`src/rtl/mux_pkg.sv`:
```
// Shared constants and helpers for the round-robin / fixed-priority channel mux.
package mux_pkg;

    // Arbitration modes selectable through the MODE parameter.
    localparam int MODE_RR    = 0;
    localparam int MODE_FIXED = 1;

    // Width of a channel index; never narrower than one bit.
    function automatic int sel_width(input int n);
        return (n > 1) ? $clog2(n) : 1;
    endfunction

endpackage

```
`src/rtl/rr_arbiter_n.sv`:
```
// Grant selection for N requesters: rotating search from ptr (round-robin) or
// lowest-index-wins (fixed priority). Purely combinational.
module rr_arbiter_n
    import mux_pkg::*;
#(
    parameter  int N    = 4,
    parameter  int MODE = MODE_RR,
    localparam int SW   = sel_width(N)
) (
    input  logic [N-1:0]  req,
    input  logic [SW-1:0] ptr,
    input  logic          en,
    output logic [N-1:0]  grant,
    output logic [SW-1:0] grant_idx
);

    // Walk the request vector starting at the priority position, take the first hit.
    always_comb begin : search
        int            start;
        int            idx;
        logic [SW-1:0] idx_s;
        logic          found;
        // NOTE: every combinational output gets a default first so no path leaves it unassigned (no latch).
        grant     = '0;
        grant_idx = '0;
        found     = 1'b0;
        idx       = 0;
        idx_s     = '0;
        start     = (MODE == MODE_FIXED) ? 0 : int'(ptr);
        for (int k = 0; k < N; k++) begin
            idx = start + k;
            if (idx >= N) begin
                idx = idx - N;
            end
            idx_s = idx[SW-1:0];
            if (en && !found && req[idx_s]) begin
                found        = 1'b1;
                grant[idx_s] = 1'b1;
                grant_idx    = idx_s;
            end
        end
    end

endmodule

```
`src/rtl/mux_rr_n_w.sv`:
```
// N-channel, W-bit arbitrated mux with a single registered output stage.
// The output register doubles as a one-deep skid: a new beat is loaded only
// when the stage is empty or being drained this cycle.
module mux_rr_n_w
    import mux_pkg::*;
#(
    parameter  int N    = 4,
    parameter  int W    = 8,
    parameter  int MODE = MODE_RR,
    localparam int SW   = sel_width(N)
) (
    input  logic          clk,
    input  logic          rst,
    input  logic [N*W-1:0] in_data,
    input  logic [N-1:0]  in_valid,
    output logic [N-1:0]  in_ready,
    output logic [W-1:0]  out_data,
    output logic [SW-1:0] out_sel,
    output logic          out_valid,
    input  logic          out_ready
);

    logic          load_en;
    logic          arb_en;
    logic [N-1:0]  grant;
    logic [SW-1:0] grant_idx;
    logic [W-1:0]  sel_data;

    logic [W-1:0]  out_data_q,  out_data_d;
    logic [SW-1:0] out_sel_q,   out_sel_d;
    logic          out_valid_q, out_valid_d;
    logic [SW-1:0] ptr_q,       ptr_d;

    // The stage can take a beat when empty or when its current beat leaves now.
    assign load_en = !out_valid_q || out_ready;
    // Reset suppresses every grant so no channel sees a handshake during reset.
    assign arb_en  = load_en && !rst;

    rr_arbiter_n #(
        .N    (N),
        .MODE (MODE)
    ) u_arb (
        .req       (in_valid),
        .ptr       (ptr_q),
        .en        (arb_en),
        .grant     (grant),
        .grant_idx (grant_idx)
    );

    assign in_ready  = grant;
    assign out_data  = out_data_q;
    assign out_sel   = out_sel_q;
    assign out_valid = out_valid_q;

    // One-hot AND-OR select of the granted channel's data.
    always_comb begin
        sel_data = '0;
        for (int i = 0; i < N; i++) begin
            if (grant[i]) begin
                sel_data = sel_data | in_data[i*W +: W];
            end
        end
    end

    // Next-state: load on grant, go empty when nothing is offered, hold otherwise.
    always_comb begin
        out_data_d  = out_data_q;
        out_sel_d   = out_sel_q;
        out_valid_d = out_valid_q;
        ptr_d       = ptr_q;
        if (load_en) begin
            if (|grant) begin
                out_data_d  = sel_data;
                out_sel_d   = grant_idx;
                out_valid_d = 1'b1;
                // Explicit wrap keeps ptr inside 0..N-1 for non-power-of-two N.
                ptr_d       = (grant_idx == SW'(N - 1)) ? '0 : grant_idx + SW'(1);
            end else begin
                out_valid_d = 1'b0;
            end
        end
    end

    // State registers with synchronous reset; a held beat is simply dropped.
    always_ff @(posedge clk) begin
        // NOTE: sequential state uses non-blocking assignment so every register samples pre-edge values.
        if (rst) begin
            out_data_q  <= '0;
            out_sel_q   <= '0;
            out_valid_q <= 1'b0;
            ptr_q       <= '0;
        end else begin
            out_data_q  <= out_data_d;
            out_sel_q   <= out_sel_d;
            out_valid_q <= out_valid_d;
            ptr_q       <= ptr_d;
        end
    end

endmodule

```
`config.mk`:
```
export PLATFORM = sky130hd
export DESIGN_NAME = mux_rr_n_w
export DESIGN_NICKNAME = d
export VERILOG_FILES = /design/src/rtl/mux_pkg.sv /design/src/rtl/rr_arbiter_n.sv /design/src/rtl/mux_rr_n_w.sv
export SDC_FILE = /design/constraint.sdc
export NUM_CORES = 1
export LEC_CHECK = 0
export ABC_CLOCK_PERIOD_IN_PS = 7550
export CAP_MARGIN = 20
export CORE_MARGIN = 2
export CORE_UTILIZATION = 44
export CTS_CLUSTER_DIAMETER = 120
export DETAILED_ROUTE_END_ITERATION = 8
export PLACE_DENSITY = 0.85
export SLEW_MARGIN = 20
export SYNTH_ARGS = -nofsm -noshare
export SYNTH_HDL_FRONTEND = slang
export SYNTH_SLANG_ARGS = --single-unit
```
`constraint.sdc`:
```
create_clock -name clk -period 7.55 [get_ports clk]
set_clock_uncertainty 0.05 [all_clocks]
set_input_delay 1.51 -clock clk [delete_from_list [all_inputs] [get_ports clk]]
set_output_delay 1.51 -clock clk [all_outputs]
set_load 0.02 [all_outputs]
```
### After elaboration in Yosys (flattened, before gate mapping)

Index checks and enable logic that the tools add are counted.

| word-level totals | value |
|---|---|
| bits of input ports | 39 |
| output and inout port bits | 15 |
| register bits | 13 |
| word-level logic and storage cells | 88 |

| operators by class | value |
|---|---|
| equal/unequal tests | 1 |
| bitwise logic cells | 6 |
| $add $sub $neg | 8 |
| reductions and logical operators | 20 |
| multiplexer cells | 37 |
| $lt $le $gt $ge | 12 |

Operators by type and width:

| cell | number |
|---|---|
| 8-bit 2-to-1 mux | 4 |
| 8-bit OR | 3 |
| 2-bit 2-to-1 mux | 9 |
| 4-bit 2-to-1 mux | 4 |
| 1-bit logical AND | 12 |
| 2-bit by 3-bit < comparator with 1-bit output, second input constant | 4 |
| 1-bit 2-to-1 mux | 12 |
| 4-bit OR | 3 |
| 3-bit greater-or-equal comparator, second input constant | 3 |
| 1-bit binary-select mux with 2-bit select | 4 |
| 1-bit demux with 2-bit select | 4 |
| 2-bit by 1-bit greater-or-equal comparator with 1-bit output, second input constant | 4 |
| 2-bit by 1-bit subtractor with 2-bit output, second input constant | 4 |
| 2-bit by 2-bit adder with 3-bit output, second input constant | 2 |
| 1-bit logical NOT | 5 |
| 4-bit OR reduction | 1 |
| 2-bit by 1-bit adder with 3-bit output, second input constant | 1 |
| 2-bit by 3-bit greater-or-equal comparator with 1-bit output, second input constant | 1 |
| 2-bit by 1-bit adder with 2-bit output, second input constant | 1 |
| 2-bit equality test, second input constant | 1 |
| 2-bit AND reduction | 1 |
| 1-bit logical OR | 1 |

### Depth between registers and ports, before layout

Gate-level depths: netlist (run 1).

| depth | value |
|---|---|
| depth after elaboration | 25 |
| mapped depth | 14 |
| gate-level depth less buffers | 9 |

### Modules after synthesis

From an unflattened synthesis (run 1), not the netlist that was laid out.

| second synthesis, totals | value |
|---|---|
| cell total of the unflattened synthesis | 135 |
| area, all modules | 1252.5 um2 |

By module, submodules not included:

| module | times used | cells each | area each (um2) | sequential area each (um2) |
|---|---|---|---|---|
| mux_rr_n_w | 1 | 72 | 720.7 | 260.2 |
| rr_arbiter_n | 1 | 63 | 531.8 | 0.0 |

### Worst setup path before layout (run 1)

No wires, ideal clock.

| timing path | value |
|---|---|
| path kind | input to output |
| start point | input in_valid[2] |
| end point | output in_ready[0] |
| stages on the path | 3 |
| path buffers | 0 |
| path slack | 3.171 ns |
| arrival time | 2.819 ns |
| data required time | 5.990 ns |
| path through | mux4_2 > or3_1 > o21ai_2 |

| between the ends | value |
|---|---|
| word-level cells in the longest chain between the ends | 16 |

Ends and longest elaborated chain:

| element | RTL line | source |
|---|---|---|
| start, declared | mux_rr_n_w.sv:15 | `input logic [N-1:0] in_valid,` |
| 1-bit binary-select mux with 2-bit select | rr_arbiter_n.sv:36 | `if (en && !found && req[idx_s]) begin` |
| 1-bit 2-to-1 mux (implied by the code) | rr_arbiter_n.sv:36 |  |
| 1-bit logical AND | rr_arbiter_n.sv:36 |  |
| 1-bit 2-to-1 mux | rr_arbiter_n.sv:36 |  |
| 1-bit logical NOT | rr_arbiter_n.sv:36 |  |
| 1-bit logical AND (2 in a row) | rr_arbiter_n.sv:36 |  |
| 1-bit 2-to-1 mux | rr_arbiter_n.sv:36 |  |
| 1-bit logical NOT | rr_arbiter_n.sv:36 |  |
| 1-bit logical AND (2 in a row) | rr_arbiter_n.sv:36 |  |
| 1-bit 2-to-1 mux | rr_arbiter_n.sv:36 |  |
| 1-bit logical NOT | rr_arbiter_n.sv:36 |  |
| 1-bit logical AND (2 in a row) | rr_arbiter_n.sv:36 |  |
| 4-bit 2-to-1 mux * | rr_arbiter_n.sv:36 |  |
| end, declared | mux_rr_n_w.sv:16 | `output logic [N-1:0] in_ready,` |

Every way passes the cells marked *; elsewhere a longest branch is shown, timed or not. The select of a mux whose other input is x is not followed.

### Final worst setup path (run 1)

| timing path | value |
|---|---|
| start point | input in_valid[1] |
| end point | output in_ready[2] |

Same word-level chain as after synthesis.

==> results.toml, run 1 <==
[routing]
viasPerCell = 6.03
dr.pass1.iters = 4
drt-wirelength-per-cell_um = 16.2
via_count = 1205
ant_nets = 0
routed_wl_mm = 3.24
drcViolationCount = 0
drt_iter0_drc = 13

[floorplan]
num_rows = 18
initial_core_util_pct = 46.3
dieArea_mm2 = 0.00303
core_area_mm2 = 0.00248
dieWidth_um = 55.0
die_h_um = 55.0
ios = 54

[cts]
post_cts.repair.setup_buffers = 0
clkTransAtPathRegs_ns = 0.08
cts_sinks = 13
cts_tree = "yes"
holdBufCountCts = 0
clk_latency_ns = 0.28
cts_buffer_depth = 2
htree_levels = 1
cts_root_buffer = "clkbuf_4"
cts_buffers = 3
cts_resized = 0

[timing]
fmax_mhz = 171
rsz0062_at_grt = "false"
hold_viol = 0
holdWs_ns = 0.465
finalSetupTns_ns = 0
setup_viol_count_final = 0
timing.final.crit_share_pct = 77.3
maxSlewViolCount = 0
worst_pin_slew_ns = 0.861
slew_headroom_pct = 42.4
period_needed_ns = 5.83

[logic_synthesis]
syn_area_per_cell_um2 = 9.32
syn-num-nets = 168
syn_area_mm2 = 0.00115
synth_cell_types = 36
synth_seq_area_share_pct = 22.7
ys_seq_elements = 13
syn_inst = 123
synth_warnings = 0

[grt]
grt_util_met3_pct = 5.11
grt_first_pass_wirelength_mm = 5.04
grt.busiest_layer = "met2"
grt_pass1_vias = 1162
grt_usage_pct = 23.3
grtUsageMet1_pct = 27.8
antenna_found_initial = 0
overflow = 0
grt_max_degree = 24
grt_use_met2_pct = 39.3

[finish]
diodes = 0
final_cell_mix = "clkdlybuf4s50_1 (53), a22oi_1 (16), nor2_1 (15)"
drive_above_1_share_pct = 11.8
areaGrowthSynthToFinish_pct = 45.5
final_common_cell = "clkdlybuf4s50_1"
layout.nets = 216

[power_and_ir_drop]
power_density_mw_per_mm2 = 347
internal_power_mw = 0.299
leakage_nw = 0.582
seqPwrFrac_pct = 20.2
p_switching_mw = 0.280
share_comb_of_total_power_pct = 72.1
switching_share_pct = 48.3
clkPwrFrac_pct = 7.7
peakVddDrop_mv = 0.235

[critical_path]
end_kind = "output port"
startpoint_type = "input pin"
critPathKind = "input pin to output port"
worstPathCellList = "clkdlybuf4s50_1 -> or3b_2 -> o22ai_1 -> nor2b_1 -> a221o_1 -> clkdlybuf4s50_1"
crit_buf_inv = 2
crit_fanout = 10
critPathTopFamily = "buffers and inverters"
cp.required_ns = 5.99
crit_path_frequent_cell = "clkdlybuf4s50_1"
ff2ff_path_depth = 9
rrSetupSlack_ns = 3.80
cp_slowest_stage_delay_ns = 0.69
cp.arrival_ns = 4.27
cp_slowest_cell = "clkdlybuf4s50_1"

[hold_path]
worstHoldEndpoint = "out_sel[0]"
worstHoldPathType = "flip-flop to flip-flop"
holdPathStages = 2
min-delay-start = "out_sel[0]"

[status]
status = "finished clean"

[place]
place.gp.congestion = 0.916
portBuffers = 53
place.detailed.hpwl_mm = 2.54

[flow_run]
maxCapViolations = 0
## cell families after synthesis
group           count (synthesis)  share of synthesized area, %
compound gates                 46                          35.7
fa+ha+maj                       6                          6.55
flops                          13                          22.7
buf+inv                        15                          7.97
xor+xnor                        1                         0.764
mux                             8                          10.3
simple gates                   34                          16.0
## Yosys cell counts
cell type	n	area share, %
or3b_2	1	0.76
mux2i_1	5	4.4
nor2b_1	8	4.4
a2111oi_0	2	1.5
nor3b_1	2	1.3
nor2_1	15	4.9
ha_1	6	6.6
a311oi_2	7	9.2
nand2_1	1	0.33
buf_6	4	3.9
o311a_1	1	0.87
a211oi_1	1	0.66
mux4_2	3	5.9
and4b_1	1	0.87
a22oi_1	16	10
o21ai_2	2	1.5
or4_4	1	0.98
buf_4	1	0.66
a211o_1	1	0.76
a221o_1	1	0.87
xnor2_1	1	0.76
or3_1	3	1.6
o2111a_1	1	0.98
inv_1	4	1.3
inv_2	1	0.33
clkbuf_1	4	1.3
a221oi_1	1	0.76
a21oi_1	5	2.2
o21ai_0	2	0.87
nor3_1	2	0.87
o22ai_1	1	0.55
a22o_1	1	0.76
buf_2	1	0.44
a32oi_1	2	1.5
dfxtp_1	13	23
a211oi_2	2	2.2
## sequential cells by signal, summed over array words and instances, names as in the netlist, named ones only
name	cells
out_sel	2
out_valid	1
out_data	8
ptr_q	1
## power groups by stage
stage / combinational, mW / sequential, mW / clock (mW)
3_3_place_gp: 0.401 / 0.116 / 0
5_1_grt: 0.450 / 0.120 / 0.0460
4_1_cts: 0.417 / 0.117 / 0.0438
2_1_floorplan: 0.311 / 0.133 / 0
3_5_place_dp: 0.411 / 0.119 / 0
6_report: 0.417 / 0.117 / 0.0445
## worst max path at each step
stage / cells after the start / from / end
2_1_floorplan: 3 / in_valid[2] / in_ready[0]
3_3_place_gp: 6 / in_valid[1] / in_ready[2]
3_5_place_dp: 6 / in_valid[1] / in_ready[2]
4_1_cts: 6 / in_valid[1] / in_ready[2]
5_1_grt: 6 / in_valid[1] / in_ready[2]
6_report: 6 / in_valid[1] / in_ready[2]
## through the flow
step / instance area [um^2] / std cells / util, % / setup WS, ns / total power, mW
6_report: 1670 / 200 / 67.3 / 1.72 / 0.579
4_1_cts: 1670 / 200 / 67.3 / 1.72 / 0.577
2_1_floorplan: 1150 / 123 / - / 3.17 / 0.444
5_1_grt: 1670 / 200 / 67.3 / 1.49 / 0.616
3_5_place_dp: 1640 / 196 / 66.3 / 1.74 / 0.530
3_3_place_gp: 1640 / 196 / 66.3 / 1.84 / 0.517
## tightest hold or removal path, cell delays in order (launching register included)
cell and delay [ns]:
dfxtp_1 0.34, mux2i_1 0.07, nor2_1 0.08
## metal layers
metal  share of wire, %  vias to the layer above
li1                   -                      575
met1                 41                      561
met2                 47                       59
met3                8.6                       10
met4                2.8                        0
met5                  0                        -
## area by class of cell
class | count | area [um^2]
sequential | 13 | 260
tap | 30 | 37.5
clock buffer | 4 | 26.3
multi-input combinational | 95 | 795
timing repair buffer | 53 | 531
inverter | 5 | 18.8
fill | 214 | 810
No activity file was read; power rests on OpenSTA's default activity.
==> run 2: changes to the inputs <==
--- a/config.mk
+++ b/config.mk
@@ -5,13 +5,13 @@
 export SDC_FILE = /design/constraint.sdc
 export NUM_CORES = 1
 export LEC_CHECK = 0
-export ABC_CLOCK_PERIOD_IN_PS = 7550
+export ABC_CLOCK_PERIOD_IN_PS = 5980
 export CAP_MARGIN = 20
 export CORE_MARGIN = 2
-export CORE_UTILIZATION = 44
+export CORE_UTILIZATION = 41
 export CTS_CLUSTER_DIAMETER = 120
 export DETAILED_ROUTE_END_ITERATION = 8
-export PLACE_DENSITY = 0.85
+export PLACE_DENSITY = 0.8
 export SLEW_MARGIN = 20
 export SYNTH_ARGS = -nofsm -noshare
 export SYNTH_HDL_FRONTEND = slang
==> constraint.sdc (replaced) <==
create_clock -name clk -period 5.98 [get_ports clk]
set_clock_uncertainty 0.05 [all_clocks]
set_input_delay 1.196 -clock clk [delete_from_list [all_inputs] [get_ports clk]]
set_output_delay 1.196 -clock clk [all_outputs]
set_load 0.02 [all_outputs]
==> run 2 against run 1 <==
Worst hold slack worse by 0.011 ns. Critical endpoint unchanged. Power increased by 25%. Largest cell class unchanged. Final cell count rose by 0.50%. Register-to-register slack worse by 1.6 ns. Clock power increased by 26%. Critical path type unchanged. Routed wire length shrank 6.6%. Non-clock buffer count is the same. Largest power group unchanged. Clock-buffer cell count did not move. Sequential cell count unchanged. Global-route usage is 3.2 points lower. Sequential power is 26% higher. Sequential share of layout area hardly changed.
==> results.toml, run 2 (synthesized netlist as in run 1, its figures left out) <==
[status]
status = "finished clean"

[hold_path]
worstHoldPathType = "flip-flop to flip-flop"
worstHoldEndpoint = "out_sel[1]"
min-delay-start = "out_sel[1]"
holdPathStages = 2

[floorplan]
initial_core_util_pct = 42.3
core_area_mm2 = 0.00271
ios = 54
die_h_um = 56.9
dieWidth_um = 56.9
dieArea_mm2 = 0.00323
num_rows = 19

[cts]
cts_buffers = 3
cts_root_buffer = "clkbuf_4"
clkTransAtPathRegs_ns = 0.08
cts_buffer_depth = 2
holdBufCountCts = 0
htree_levels = 1
cts_resized = 0
post_cts.repair.setup_buffers = 0
clk_latency_ns = 0.28
cts_tree = "yes"
cts_sinks = 13

[power_and_ir_drop]
switching_share_pct = 47.8
power_density_mw_per_mm2 = 433
p_switching_mw = 0.345
clkPwrFrac_pct = 7.8
share_comb_of_total_power_pct = 71.8
peakVddDrop_mv = 0.319
seqPwrFrac_pct = 20.4
leakage_nw = 0.582
internal_power_mw = 0.377

[place]
place.detailed.hpwl_mm = 2.35
portBuffers = 53
place_inst = 197
place.gp.congestion = 0.959

[finish]
fillCellCount = 233
stdcell_count = 201
final_cell_mix = "clkdlybuf4s50_1 (53), a22oi_1 (16), nor2_1 (15)"
drive_above_1_share_pct = 11.8
final_util_pct = 61.6
largest_reg_flops = 8
layout.nets = 216
diodes = 0
final_common_cell = "clkdlybuf4s50_1"
areaGrowthSynthToFinish_pct = 45.6

[grt]
grt_max_degree = 24
grt_first_pass_wirelength_mm = 5.21
overflow = 0
antenna_found_initial = 0
grt_usage_pct = 20.1
grt_pass1_vias = 1169

[routing]
drt-wirelength-per-cell_um = 15.1
ant_nets = 0
drt_iter0_drc = 50
viasPerCell = 5.89
via_count = 1184
drcViolationCount = 0
dr.pass1.iters = 4
routed_wl_mm = 3.03

[timing]
worst_pin_slew_ns = 0.865
hold_viol = 0
rsz0062_at_grt = "false"
finalSetupTns_ns = 0
slew_headroom_pct = 42.1
timing.final.crit_share_pct = 86.6
setup_viol_count_final = 0
maxSlewViolCount = 0
holdWs_ns = 0.454
fmax_mhz = 193
period_needed_ns = 5.18

[critical_path]
cp_slowest_stage_delay_ns = 0.69
end_kind = "output port"
cp.arrival_ns = 3.94
crit_path_frequent_cell = "clkdlybuf4s50_1"
rrSetupSlack_ns = 2.20
cp.required_ns = 4.73
crit_buf_inv = 2
critPathTopFamily = "buffers and inverters"
startpoint_type = "input pin"
ff2ff_path_depth = 9
worstPathCellList = "clkdlybuf4s50_1 -> or3b_2 -> o22ai_1 -> nor2b_1 -> a221o_1 -> clkdlybuf4s50_1"
critPathKind = "input pin to output port"
crit_fanout = 10
cp_slowest_cell = "clkdlybuf4s50_1"

[flow_run]
maxCapViolations = 0
-- run 2: cell counts in the layout (fill, tap and decap cells not counted) --
Identical to the previous run, type by type.
-- run 2: layout make-up --
cell class	instances	area [um^2]	area share (%)
Multi-Input combinational cell	95	795	47.6
Timing Repair Buffer	53	531	31.8
Sequential cell	13	260	15.6
Tap cell	31	38.8	2.32
Clock buffer	4	26.3	1.57
Inverter	5	18.8	1.12
-- run 2: worst max path at each step --
| stage | from | endpoint | slack, ns | cells past startpoint |
|---|---|---|---|---|
| final | in_valid[1] | in_ready[2] | 0.80 | 6 |
| after global placement | in_valid[1] | in_ready[2] | 0.90 | 6 |
| after floorplan | in_valid[2] | in_ready[0] | 2.23 | 3 |
| after global routing | in_valid[1] | in_ready[2] | 0.61 | 6 |
| after detailed placement | in_valid[1] | in_ready[2] | 0.84 | 6 |
| after CTS | in_valid[1] | in_ready[2] | 0.83 | 6 |
-- run 2: routing by layer --
layer	vias up	GRT usage, %	routed length, um
met2	59	31.6	1380
met3	8	5.76	275
met5	-	0	0
li1	578	-	-
met1	539	25.7	1310
met4	0	8.31	65
-- run 2: stage by stage --
| stage | total power, mW | setup WS [ns] | area (um^2) |
|---|---|---|---|
| after floorplan | 0.561 | 2.23 | 1150 |
| after global placement | 0.654 | 0.903 | 1640 |
| after detailed placement | 0.665 | 0.844 | 1640 |
| after CTS | 0.725 | 0.828 | 1670 |
| after global routing | 0.777 | 0.608 | 1670 |
| final | 0.722 | 0.799 | 1670 |
-- run 2: power groups by stage --
stage / clock [mW] / sequential [mW] / combinational, mW
6_report: 0.0561 / 0.147 / 0.519
5_1_grt: 0.0628 / 0.155 / 0.560
4_1_cts: 0.0580 / 0.148 / 0.519
3_5_place_dp: 0 / 0.149 / 0.516
3_3_place_gp: 0 / 0.147 / 0.506
2_1_floorplan: 0 / 0.168 / 0.393
-- run 2: tightest hold or removal path, cell delays in order (launching register included) --
cell	delay [ns]
dfxtp_1	0.34
mux2i_1	0.06
nor2_1	0.07
==> run 3: changes to the inputs <==
--- a/config.mk
+++ b/config.mk
@@ -12,7 +12,7 @@
 export CTS_CLUSTER_DIAMETER = 120
 export DETAILED_ROUTE_END_ITERATION = 8
 export PLACE_DENSITY = 0.8
-export SLEW_MARGIN = 20
+export SLEW_MARGIN = 0
 export SYNTH_ARGS = -nofsm -noshare
 export SYNTH_HDL_FRONTEND = slang
 export SYNTH_SLANG_ARGS = --single-unit
==> results of run 3 <==
Final layout, timing and power as in run 2 (identical DEF).
